[config.mk]
export PLATFORM = sky130hd
export DESIGN_NAME = spu_alu_seq
export DESIGN_NICKNAME = d
export VERILOG_FILES = /design/src/rtl/spu_alu_pkg.sv /design/src/rtl/spu_alu_mul_iter.sv /design/src/rtl/spu_alu_seq.sv
export SDC_FILE = /design/constraint.sdc
export NUM_CORES = 1
export LEC_CHECK = 0
export CAP_MARGIN = 20
export CORE_ASPECT_RATIO = 2
export CORE_MARGIN = 3
export CORE_UTILIZATION = 39
export CTS_CLUSTER_SIZE = 16
export DETAILED_ROUTE_END_ITERATION = 16
export PLACE_DENSITY = 0.57
export SETUP_SLACK_MARGIN = 0.1
export SLEW_MARGIN = 20
export SYNTH_ARGS = -nofsm -noshare
export SYNTH_HDL_FRONTEND = slang
export SYNTH_HIERARCHICAL = 1
export SYNTH_SLANG_ARGS = --single-unit
[constraint.sdc]
create_clock -name clk_fake -period 4 [get_ports clk_fake]
set_input_delay 0.6 -clock clk_fake [delete_from_list [all_inputs] [get_ports clk_fake]]
set_output_delay 0.6 -clock clk_fake [all_outputs]
set_load 0.01 [all_outputs]
[src/rtl/spu_alu_pkg.sv]
// Shared definitions for the SPU sequential ALU: opcode map, flag bit
// positions and control FSM states.
package spu_alu_pkg;

  localparam logic [5:0] OP_ADD  = 6'd0;
  localparam logic [5:0] OP_SUB  = 6'd1;
  localparam logic [5:0] OP_AND  = 6'd2;
  localparam logic [5:0] OP_OR   = 6'd3;
  localparam logic [5:0] OP_XOR  = 6'd4;
  localparam logic [5:0] OP_NOTA = 6'd5;
  localparam logic [5:0] OP_SHL  = 6'd6;
  localparam logic [5:0] OP_SHR  = 6'd7;
  localparam logic [5:0] OP_SRA  = 6'd8;
  localparam logic [5:0] OP_SLT  = 6'd9;
  localparam logic [5:0] OP_MUL  = 6'd10;
  localparam logic [5:0] OP_MULH = 6'd11;
  localparam logic [5:0] OP_SADD = 6'd12;
  localparam logic [5:0] OP_SSUB = 6'd13;

  localparam int unsigned FLAG_Z = 0;
  localparam int unsigned FLAG_C = 1;
  localparam int unsigned FLAG_V = 2;
  localparam int unsigned FLAG_N = 3;

  typedef enum logic [1:0] {
    ST_IDLE,
    ST_MUL,
    ST_OUT_HOLD
  } state_e;

endpackage

[src/rtl/spu_alu_mul_iter.sv]
// Iterative shift-add unsigned multiplier, one partial product per cycle.
// product_o is the value after the current step, so it is final while done_o is high.
module spu_alu_mul_iter #(
  parameter int unsigned dataWidth = 8
) (
  input  logic                     clk_i,
  input  logic                     rst_i,
  input  logic                     start_i,
  input  logic [dataWidth-1:0]     a_i,
  input  logic [dataWidth-1:0]     b_i,
  output logic                     done_o,
  output logic [2*dataWidth-1:0]   product_o
);

  localparam int unsigned CW = $clog2(dataWidth);

  logic                   busy_q;
  logic [CW-1:0]          cnt_q;
  logic [dataWidth-1:0]   mcand_q;
  logic [2*dataWidth-1:0] prod_q, prod_d;
  logic [dataWidth:0]     partial;

  // Upper half accumulates; the multiplier drains out of the lower half.
  always_comb begin
    partial = {1'b0, prod_q[2*dataWidth-1:dataWidth]}
            + (prod_q[0] ? {1'b0, mcand_q} : '0);
    prod_d  = {partial, prod_q[dataWidth-1:1]};
  end

  assign done_o    = busy_q && (cnt_q == CW'(dataWidth - 1));
  assign product_o = prod_d;

  always_ff @(posedge clk_i) begin
    if (rst_i) begin
      busy_q  <= 1'b0;
      cnt_q   <= '0;
      mcand_q <= '0;
      prod_q  <= '0;
    end else if (start_i) begin
      busy_q  <= 1'b1;
      cnt_q   <= '0;
      mcand_q <= a_i;
      prod_q  <= {{dataWidth{1'b0}}, b_i};
    end else if (busy_q) begin
      prod_q <= prod_d;
      if (done_o) begin
        busy_q <= 1'b0;
        cnt_q  <= '0;
      end else begin
        cnt_q <= cnt_q + CW'(1);
      end
    end
  end

endmodule

[src/rtl/spu_alu_seq.sv]
// Handshaked multi-cycle ALU with registered result and {N,V,C,Z} flags.
// Define SPU_ALU_SAT_EN to enable signed saturating add/sub (opcodes 12/13).
module spu_alu_seq
  import spu_alu_pkg::*;
#(
  parameter int unsigned dataWidth = 8
) (
  input  logic                 clk_fake,
  input  logic                 rst,
  input  logic                 in_valid,
  output logic                 in_ready,
  input  logic [5:0]           opCode,
  input  logic [dataWidth-1:0] inA,
  input  logic [dataWidth-1:0] inB,
  output logic                 out_valid,
  input  logic                 out_ready,
  output logic [dataWidth-1:0] dataOut,
  output logic [3:0]           flags,
  output logic                 err
);

  localparam int unsigned SW  = $clog2(dataWidth);
  localparam int unsigned MSB = dataWidth - 1;
`ifdef SPU_ALU_SAT_EN
  localparam logic [dataWidth-1:0] SMAX = {1'b0, {(dataWidth-1){1'b1}}};
  localparam logic [dataWidth-1:0] SMIN = ~SMAX;
`endif

  state_e                 state_q, state_d;
  logic [dataWidth-1:0]   data_q, data_d;
  logic [3:0]             flags_q, flags_d;
  logic                   err_q, err_d;
  logic                   mulh_q, mulh_d;

  logic                   accept, is_mul, mul_done;
  logic [2*dataWidth-1:0] mul_prod;
  logic [dataWidth-1:0]   mul_res, alu_res;
  logic [3:0]             mul_flags, alu_flags;
  logic                   alu_err, alu_c, alu_v;
  logic [dataWidth:0]     sum;
  logic [SW-1:0]          sh;

  assign out_valid = (state_q == ST_OUT_HOLD);
  assign in_ready  = !rst && (state_q != ST_MUL) && (!out_valid || out_ready);
  assign accept    = in_valid && in_ready;
  assign is_mul    = (opCode == OP_MUL) || (opCode == OP_MULH);

  spu_alu_mul_iter #(.dataWidth(dataWidth)) u_mul (
    .clk_i     (clk_fake),
    .rst_i     (rst),
    .start_i   (accept && is_mul),
    .a_i       (inA),
    .b_i       (inB),
    .done_o    (mul_done),
    .product_o (mul_prod)
  );

  always_comb begin
    sh      = inB[SW-1:0];
    sum     = '0;
    alu_res = '0;
    alu_c   = 1'b0;
    alu_v   = 1'b0;
    alu_err = 1'b0;
    case (opCode)
      OP_ADD: begin
        sum     = {1'b0, inA} + {1'b0, inB};
        alu_res = sum[MSB:0];
        alu_c   = sum[dataWidth];
        alu_v   = (inA[MSB] == inB[MSB]) && (alu_res[MSB] != inA[MSB]);
      end
      OP_SUB: begin
        alu_res = inA - inB;
        alu_c   = inA < inB;
        alu_v   = (inA[MSB] != inB[MSB]) && (alu_res[MSB] != inA[MSB]);
      end
      OP_AND:  alu_res = inA & inB;
      OP_OR:   alu_res = inA | inB;
      OP_XOR:  alu_res = inA ^ inB;
      OP_NOTA: alu_res = ~inA;
      OP_SHL: begin
        alu_res = inA << sh;
        alu_c   = (sh != '0) && inA[SW'(dataWidth - 32'(sh))];
      end
      OP_SHR: begin
        alu_res = inA >> sh;
        alu_c   = (sh != '0) && inA[sh - SW'(1)];
      end
      OP_SRA: begin
        alu_res = $signed(inA) >>> sh;
        alu_c   = (sh != '0) && inA[sh - SW'(1)];
      end
      OP_SLT:  alu_res = {{(dataWidth-1){1'b0}}, $signed(inA) < $signed(inB)};
      OP_MUL, OP_MULH: ;
`ifdef SPU_ALU_SAT_EN
      OP_SADD, OP_SSUB: begin
        if (opCode == OP_SADD) begin
          alu_res = inA + inB;
          alu_v   = (inA[MSB] == inB[MSB]) && (alu_res[MSB] != inA[MSB]);
        end else begin
          alu_res = inA - inB;
          alu_v   = (inA[MSB] != inB[MSB]) && (alu_res[MSB] != inA[MSB]);
        end
        // Overflow direction always follows the sign of inA.
        if (alu_v) alu_res = inA[MSB] ? SMIN : SMAX;
      end
`endif
      default: alu_err = 1'b1;
    endcase

    alu_flags = '0;
    if (!alu_err) begin
      alu_flags[FLAG_N] = alu_res[MSB];
      alu_flags[FLAG_V] = alu_v;
      alu_flags[FLAG_C] = alu_c;
      alu_flags[FLAG_Z] = (alu_res == '0);
    end
  end

  always_comb begin
    mul_res           = mulh_q ? mul_prod[2*dataWidth-1:dataWidth] : mul_prod[MSB:0];
    mul_flags         = '0;
    mul_flags[FLAG_N] = mul_res[MSB];
    mul_flags[FLAG_V] = |mul_prod[2*dataWidth-1:dataWidth];
    mul_flags[FLAG_Z] = (mul_res == '0);
  end

  always_comb begin
    state_d = state_q;
    data_d  = data_q;
    flags_d = flags_q;
    err_d   = err_q;
    mulh_d  = mulh_q;
    case (state_q)
      ST_MUL: begin
        if (mul_done) begin
          state_d = ST_OUT_HOLD;
          data_d  = mul_res;
          flags_d = mul_flags;
          err_d   = 1'b0;
        end
      end
      default: begin
        if ((state_q == ST_OUT_HOLD) && out_ready) state_d = ST_IDLE;
        if (accept) begin
          if (is_mul) begin
            state_d = ST_MUL;
            mulh_d  = (opCode == OP_MULH);
          end else begin
            state_d = ST_OUT_HOLD;
            data_d  = alu_res;
            flags_d = alu_flags;
            err_d   = alu_err;
          end
        end
      end
    endcase
  end

  always_ff @(posedge clk_fake) begin
    if (rst) begin
      state_q <= ST_IDLE;
      data_q  <= '0;
      flags_q <= '0;
      err_q   <= 1'b0;
      mulh_q  <= 1'b0;
    end else begin
      state_q <= state_d;
      data_q  <= data_d;
      flags_q <= flags_d;
      err_q   <= err_d;
      mulh_q  <= mulh_d;
    end
  end

  assign dataOut = data_q;
  assign flags   = flags_q;
  assign err     = err_q;

endmodule

== Word-level counts from Yosys, hierarchy flattened ==
Cells that the tools add are included.

* Input bits: 26
* Flip-flop bits (word level): 44
* Output and inout bits: 15
* Word-level logic and storage cells: 111

* Equality and inequality tests: 21
* Reductions and logical operators: 28
* Order comparisons: 4
* Multiplexer cells: 34
* Shift-type cells: 3
* Add/subtract/negate cells: 6
* Bitwise gates (word level): 5

{| class="wikitable"
|+ Operator list
! cell !! number
|-
| $pmux W8 S10 || 1
|-
| $mux W8 || 8
|-
| $eq A6 B3 Y1 const B || 4
|-
| $eq A6 B4 Y1 const B || 4
|-
| $mux W4 || 5
|-
| $add A8 B8 Y9 || 2
|-
| $logic_not A8 Y1 || 2
|-
| $lt A8 B8 Y1 || 2
|-
| $eq A6 B2 Y1 const B || 2
|-
| $reduce_or A12 Y1 || 1
|-
| $logic_and A1 B1 Y1 || 10
|-
| $mux W1 || 10
|-
| $mux W2 || 5
|-
| $and A8 B8 Y8 || 1
|-
| $lt A3 B4 Y1 const B || 2
|-
| $not A8 Y8 || 1
|-
| $or A8 B8 Y8 || 1
|-
| $reduce_or A8 Y1 || 1
|-
| $shl A8 B3 Y8 || 1
|-
| $shr A8 B3 Y8 || 1
|-
| $sshr A8 B3 Y8 || 1
|-
| $sub A8 B8 Y8 || 1
|-
| $xor A8 B8 Y8 || 1
|-
| $bmux W1 S3 || 2
|-
| 23 further kinds || 32
|}

== Longest topological paths before layout ==
* Word-level depth: 9
* Mapped depth: 12

== Cells and area by module ==
Netlist, hierarchy kept.

{| class="wikitable"
|+ Modules (own cells, without submodules)
! module !! area an instance (um^2) !! cells each !! times used
|-
| spu_alu_seq || 2,935.3 || 384 || 1
|-
| spu_alu_mul_iter || 1,620.3 || 186 || 1
|}

== Worst setup path before layout ==
OpenSTA, ideal clock, no wires.

* Path kind: input-to-reg
* From: input port inB[1]
* To: register flags_q[0], in the netlist flags[0]
* Library setup time: 61 ps
* Stages: 11
* Buffers on the path: 2
* Path slack: 856 ps
* Arrival: 3,083 ps
* Path through: clkbuf_1 buf_2 inv_1 ha_1 o21ba_2 or4_1 nand3b_1 nor3_1 a2111oi_0 and4_1 a32o_1

* Cells in the longest elaborated chain, start to end: 7
* Elaborated cells on any way between the ends: 15
* Those cells by class: 2 x add/sub; 1 x order compare; 3 x shift; 5 x mux; 3 x bitwise; 1 x reduce/logical

{| class="wikitable"
|+ RTL lines
! element !! line !! text
|-
| from (decl) || spu_alu_seq.sv:14 || <nowiki>input logic [dataWidth-1:0] inB,</nowiki>
|-
| $sub A8 B8 Y8 (tied with other cells) || spu_alu_seq.sv:73 || <nowiki>alu_res = inA - inB;</nowiki>
|-
| $pmux W8 S10 * || spu_alu_seq.sv:65 || <nowiki>case (opCode)</nowiki>
|-
| $logic_not A8 Y1 * || spu_alu_seq.sv:116 || <nowiki>alu_flags[FLAG_Z] = (alu_res == '0);</nowiki>
|-
| $mux W4 * || spu_alu_seq.sv:112 || <nowiki>if (!alu_err) begin</nowiki>
|-
| $mux W4 * || spu_alu_seq.sv:146 || <nowiki>if (is_mul) begin</nowiki>
|-
| $mux W4 * || spu_alu_seq.sv:145 || <nowiki>if (accept) begin</nowiki>
|-
| $mux W4 * || spu_alu_seq.sv:134 || <nowiki>case (state_q)</nowiki>
|-
| to (signal assigned) || spu_alu_seq.sv:170 || <nowiki>flags_q <= flags_d;</nowiki>
|-
| to (decl) || spu_alu_seq.sv:31 || <nowiki>logic [3:0] flags_q, flags_d;</nowiki>
|}

Mark *: on every way between the ends. The rest lies on a longest branch, timed or not. The select of a mux whose other input is x is not followed.
A chain may end at the register's enable or synchronous reset.

== Worst setup path in the final report ==
* From: input port inA[1]
* To: register flags_q[0], in the netlist flags[0]

* Cells in the longest elaborated chain, start to end: 7
* Elaborated cells on any way between the ends: 16
* Those cells by class: 2 x add/sub; 1 x order compare; 3 x shift; 5 x mux; 4 x bitwise; 1 x reduce/logical

{| class="wikitable"
|+ RTL lines
! element !! line !! text
|-
| from (decl) || spu_alu_seq.sv:13 || <nowiki>input logic [dataWidth-1:0] inA,</nowiki>
|-
| $sub A8 B8 Y8 (tied with other cells) || spu_alu_seq.sv:73 ||
|-
| $pmux W8 S10 * || spu_alu_seq.sv:65 ||
|-
| $logic_not A8 Y1 * || spu_alu_seq.sv:116 ||
|-
| $mux W4 * || spu_alu_seq.sv:112 ||
|-
| $mux W4 * || spu_alu_seq.sv:146 ||
|-
| $mux W4 * || spu_alu_seq.sv:145 ||
|-
| $mux W4 * || spu_alu_seq.sv:134 ||
|}

Marks and branches as above.

==> metrics.cfg <==
[grt]
grt_use_total_pct=25.88
grt_antenna_before_repair=0
first_global_vias=4507
largest_net_degree_at_the_start_of_global_routing=36
overflow=0
grt_first_pass_wirelength_mm=25.37

[timing]
highest_clock_rate_ghz=0.2763
finalHoldViolCount=0
worst_slack_ns=0.3802
final.period_utilization_pct=90.50
fin_crit_ns=3.620
rsz0062_at_grt=no
fin_tns_setup_ns=0
slew_violations=0
clock_skews_ns=0.009461
report.final.setup_viol=0
slew_headroom_pct=37.88
tightestPinTransition_ns=0.9083

[detailed_routing]
num_vias=4584
route.top_layer_used=met4
dr.pass1.iters=6
route.detailed.vias_per_inst=6.186
detail_route.wirelength.met1_mm=5.584
wl_met2_mm=8.954
drt-initial-drc-count=312
remaining_drc_errors=0
routed-wl-met3_um=665
final_antenna_net_count=0
route.final.wire_length_mm=16.47
post_drt_wl_per_cell_um=22.23

[cts]
cts_repair_resize_count=0
tritoncts=done
path_clk_slew_ns=0.07
clock_insertion_delay_worst_skew_ns=0.30
number_of_clock_buffers_inserted_by_tritoncts=5
cts_setup_buffers=0
number_of_buffers_between_clock_root_and_the_deepest_sink=2
post_cts_hold_buffer_count=0
tritoncts_num_sinks=44
number_of_h_tree_branching_levels=2
cts_root_buf=clkbuf_16

[power]
seqPwrFrac_pct=35.2
p_sw_w=0.0003906
p_leak_nw=2.083
peakVddDrop_mv=0.3232
power-per-cell-area_mw_per_mm2=241.9
comb_power_share_pct=26.6
switching_share_pct=30.66
clock_power_share_pct=38.2
power_report.internal_total_w=0.0008832

[floorplan]
fp.dieArea_mm2=0.01309
fp_rows=55
floorplan.initialDensity_pct=40.12
die_w_um=82.43
io-pin-count=41
dieHeight_um=158.8
design.core.area_mm2=0.01135

[setup_path]
worst_path_max_delay_cell=a2111oi_0
worst_setup_path_start_kind=primary input
critPathTopFamily=compound AO/OA/AOI/OAI gates
timing_worst_setup_path_type=in -> reg
crit_path_cell_trace=clkdlybuf4s50_1 > inv_1 > ha_1 > o21ba_2 > or4_1 > nand3b_1 > nor3_1 > a2111oi_0 > buf_4 > and4_1 > a32o_1
worstPathRequired_ns=4.24
critical_path_arrival_ns=3.86
critPathBufInv=3
critical_path.max_stage_delay_ns=0.81
worstPathMaxFanout=3
end_kind=flip-flop

[placement]
placed_cells_incl_taps=733
dp_hpwl_mm=13.09
preCtsSetupSlack_ns=0.1429
gpl.final_weighted_congestion=0.9837
buffer_ports.inserted=40

[outcome]
run_status=complete, no violations

[synthesis]
synthesis.area_per_instance_um2=7.992
synth_cells=570
synth_largest_area_cell=dfxtp_1
yosysWarningCount=6
netlist.area_leader.share_pct=19.34
netlist_area_mm2=0.004556
distinct_cells_synth=74
ys_seq_area_share_pct=19.34
synth_enable_flop_cells=0
ys_seq_elements=44
postSynth.topFlopCell=dfxtp_1
mappedNetlistNets=636
share_of_flip_flops_with_an_asynchronous_set_or_reset_after_synthesis_pct=0
yosys-top-cells-area=dfxtp_1 (19%), ha_1 (10%), mux2i_1 (9.0%), nor2_1 (5.2%), mux4_2 (4.4%)

[layout]
stdcell_count=741
antenna-diode-count=0
fraction_of_final_layout_cells_sized_beyond_drive_strength_1_pct=10.02
area.growth.synth_to_final_pct=15.60
layout.nets=664

[hold_path]
min-delay-path-class=reg -> reg

[flow_run]
cap_violations=0

[layer usage]
| layer | global-route usage [%] | up-vias |
|---|---|---|
| li1 | - | 2156 |
| met1 | 26.20 | 2172 |
| met2 | 46.71 | 191 |
| met3 | 2.497 | 65 |
| met4 | 17.78 | 0 |
| met5 | 0 | - |
[cell families (layout without fill, tap and decap cells)]
| group | count (synthesis) | in the layout | synth area share, % |
|---|---|---|---|
| simple gates | 198 | 198 | 21.56 |
| mux | 52 | 52 | 13.95 |
| compound gates | 155 | 155 | 24.61 |
| fa+ha+maj | 40 | 40 | 11.48 |
| xor+xnor | 8 | 8 | 1.538 |
| buf+inv | 73 | 102 | 7.525 |
| flops | 44 | 44 | 19.34 |
[power by group through the flow]
stage / clock network [W] / registers (W) / logic (W)
2_1_floorplan: 0 / 0.000459 / 0.000198
3_3_place_gp: 0 / 0.000458 / 0.000331
3_5_place_dp: 0 / 0.000458 / 0.000334
4_1_cts: 0.000502 / 0.000448 / 0.000335
5_1_grt: 0.000518 / 0.000449 / 0.000364
6_report: 0.000487 / 0.000448 / 0.000339
[sequential cells by signal (all words and copies together), names as in the netlist]
name and flops:
flags 4, mulh_q 1, dataOut 8, u_mul/mcand_q 8
u_mul/cnt_q 3, u_mul/prod_q 16, u_mul/busy_q 1, state_q 2
err 1
[Yosys cell counts, types with 8 or more instances]
cell      instances
o21ai_0          14
nor2_1           63
a21oi_1          36
mux2i_1          41
clkbuf_1         25
nand2_1          47
nand3_1          14
inv_1            28
ha_1             37
and2_1           12
o211ai_1          8
mux4_2            9
nor2b_1           8
a21o_1           11
dfxtp_1          44
buf_4             8
nor3_1           16
[cells in the final DEF, fill, tap and decap left out, types with 4 or more instances in the layout]
cell type,synthesis,routed
o21ai_0,14,14
a21oi_1,36,36
a221oi_1,5,5
nand2_1,47,47
nand2b_1,4,4
o21ai_1,4,4
o211ai_1,8,8
nor2_1,63,62
o221ai_1,4,4
nand3_1,14,14
and3_1,6,6
a21o_1,11,11
a211oi_1,5,5
xnor2_1,6,6
nor2b_1,8,8
ha_1,37,37
and2_1,12,12
inv_1,28,28
a2111oi_0,4,4
nor4_1,4,4
mux2i_1,41,41
a31o_2,4,4
mux4_2,9,9
o2111ai_1,4,4
dfxtp_1,44,44
a22oi_1,5,5
buf_4,8,26
clkdlybuf4s50_1,0,40
clkbuf_16,0,5
o22ai_1,7,7
nor3_1,16,16
[final cells by class]
class / count / area (um2)
timing repair buffer: 66 / 595.6
tap: 142 / 177.7
multi-input combinational: 453 / 3334
sequential: 44 / 880.8
inverter: 28 / 105.1
clock inverter: 3 / 47.55
clock buffer: 5 / 125.1
fill: 1181 / 6088
[through the flow]
step	power (W)	utilization (%)	cell area (um2)	hold slack, ns
finish	0.001274	46.38	5266	0.4550
global route	0.001331	46.38	5266	0.4841
CTS	0.001285	46.38	5266	0.4600
detailed placement	0.0007918	44.86	5094	0.4431
global placement	0.0007894	44.86	5094	0.4388
floorplan	0.0006563	-	4556	0.4452
[final timing paths]
kind,from,end,slack [ns],depth (start not counted)
max,inA[1],flags[0],0.38,11
min,dataOut[7],dataOut[7],0.46,1
max reg2reg,u_mul/prod_q[0],flags[0],0.88,11
min reg2reg,dataOut[7],dataOut[7],0.46,1
Power figures use the tool's default switching activity.
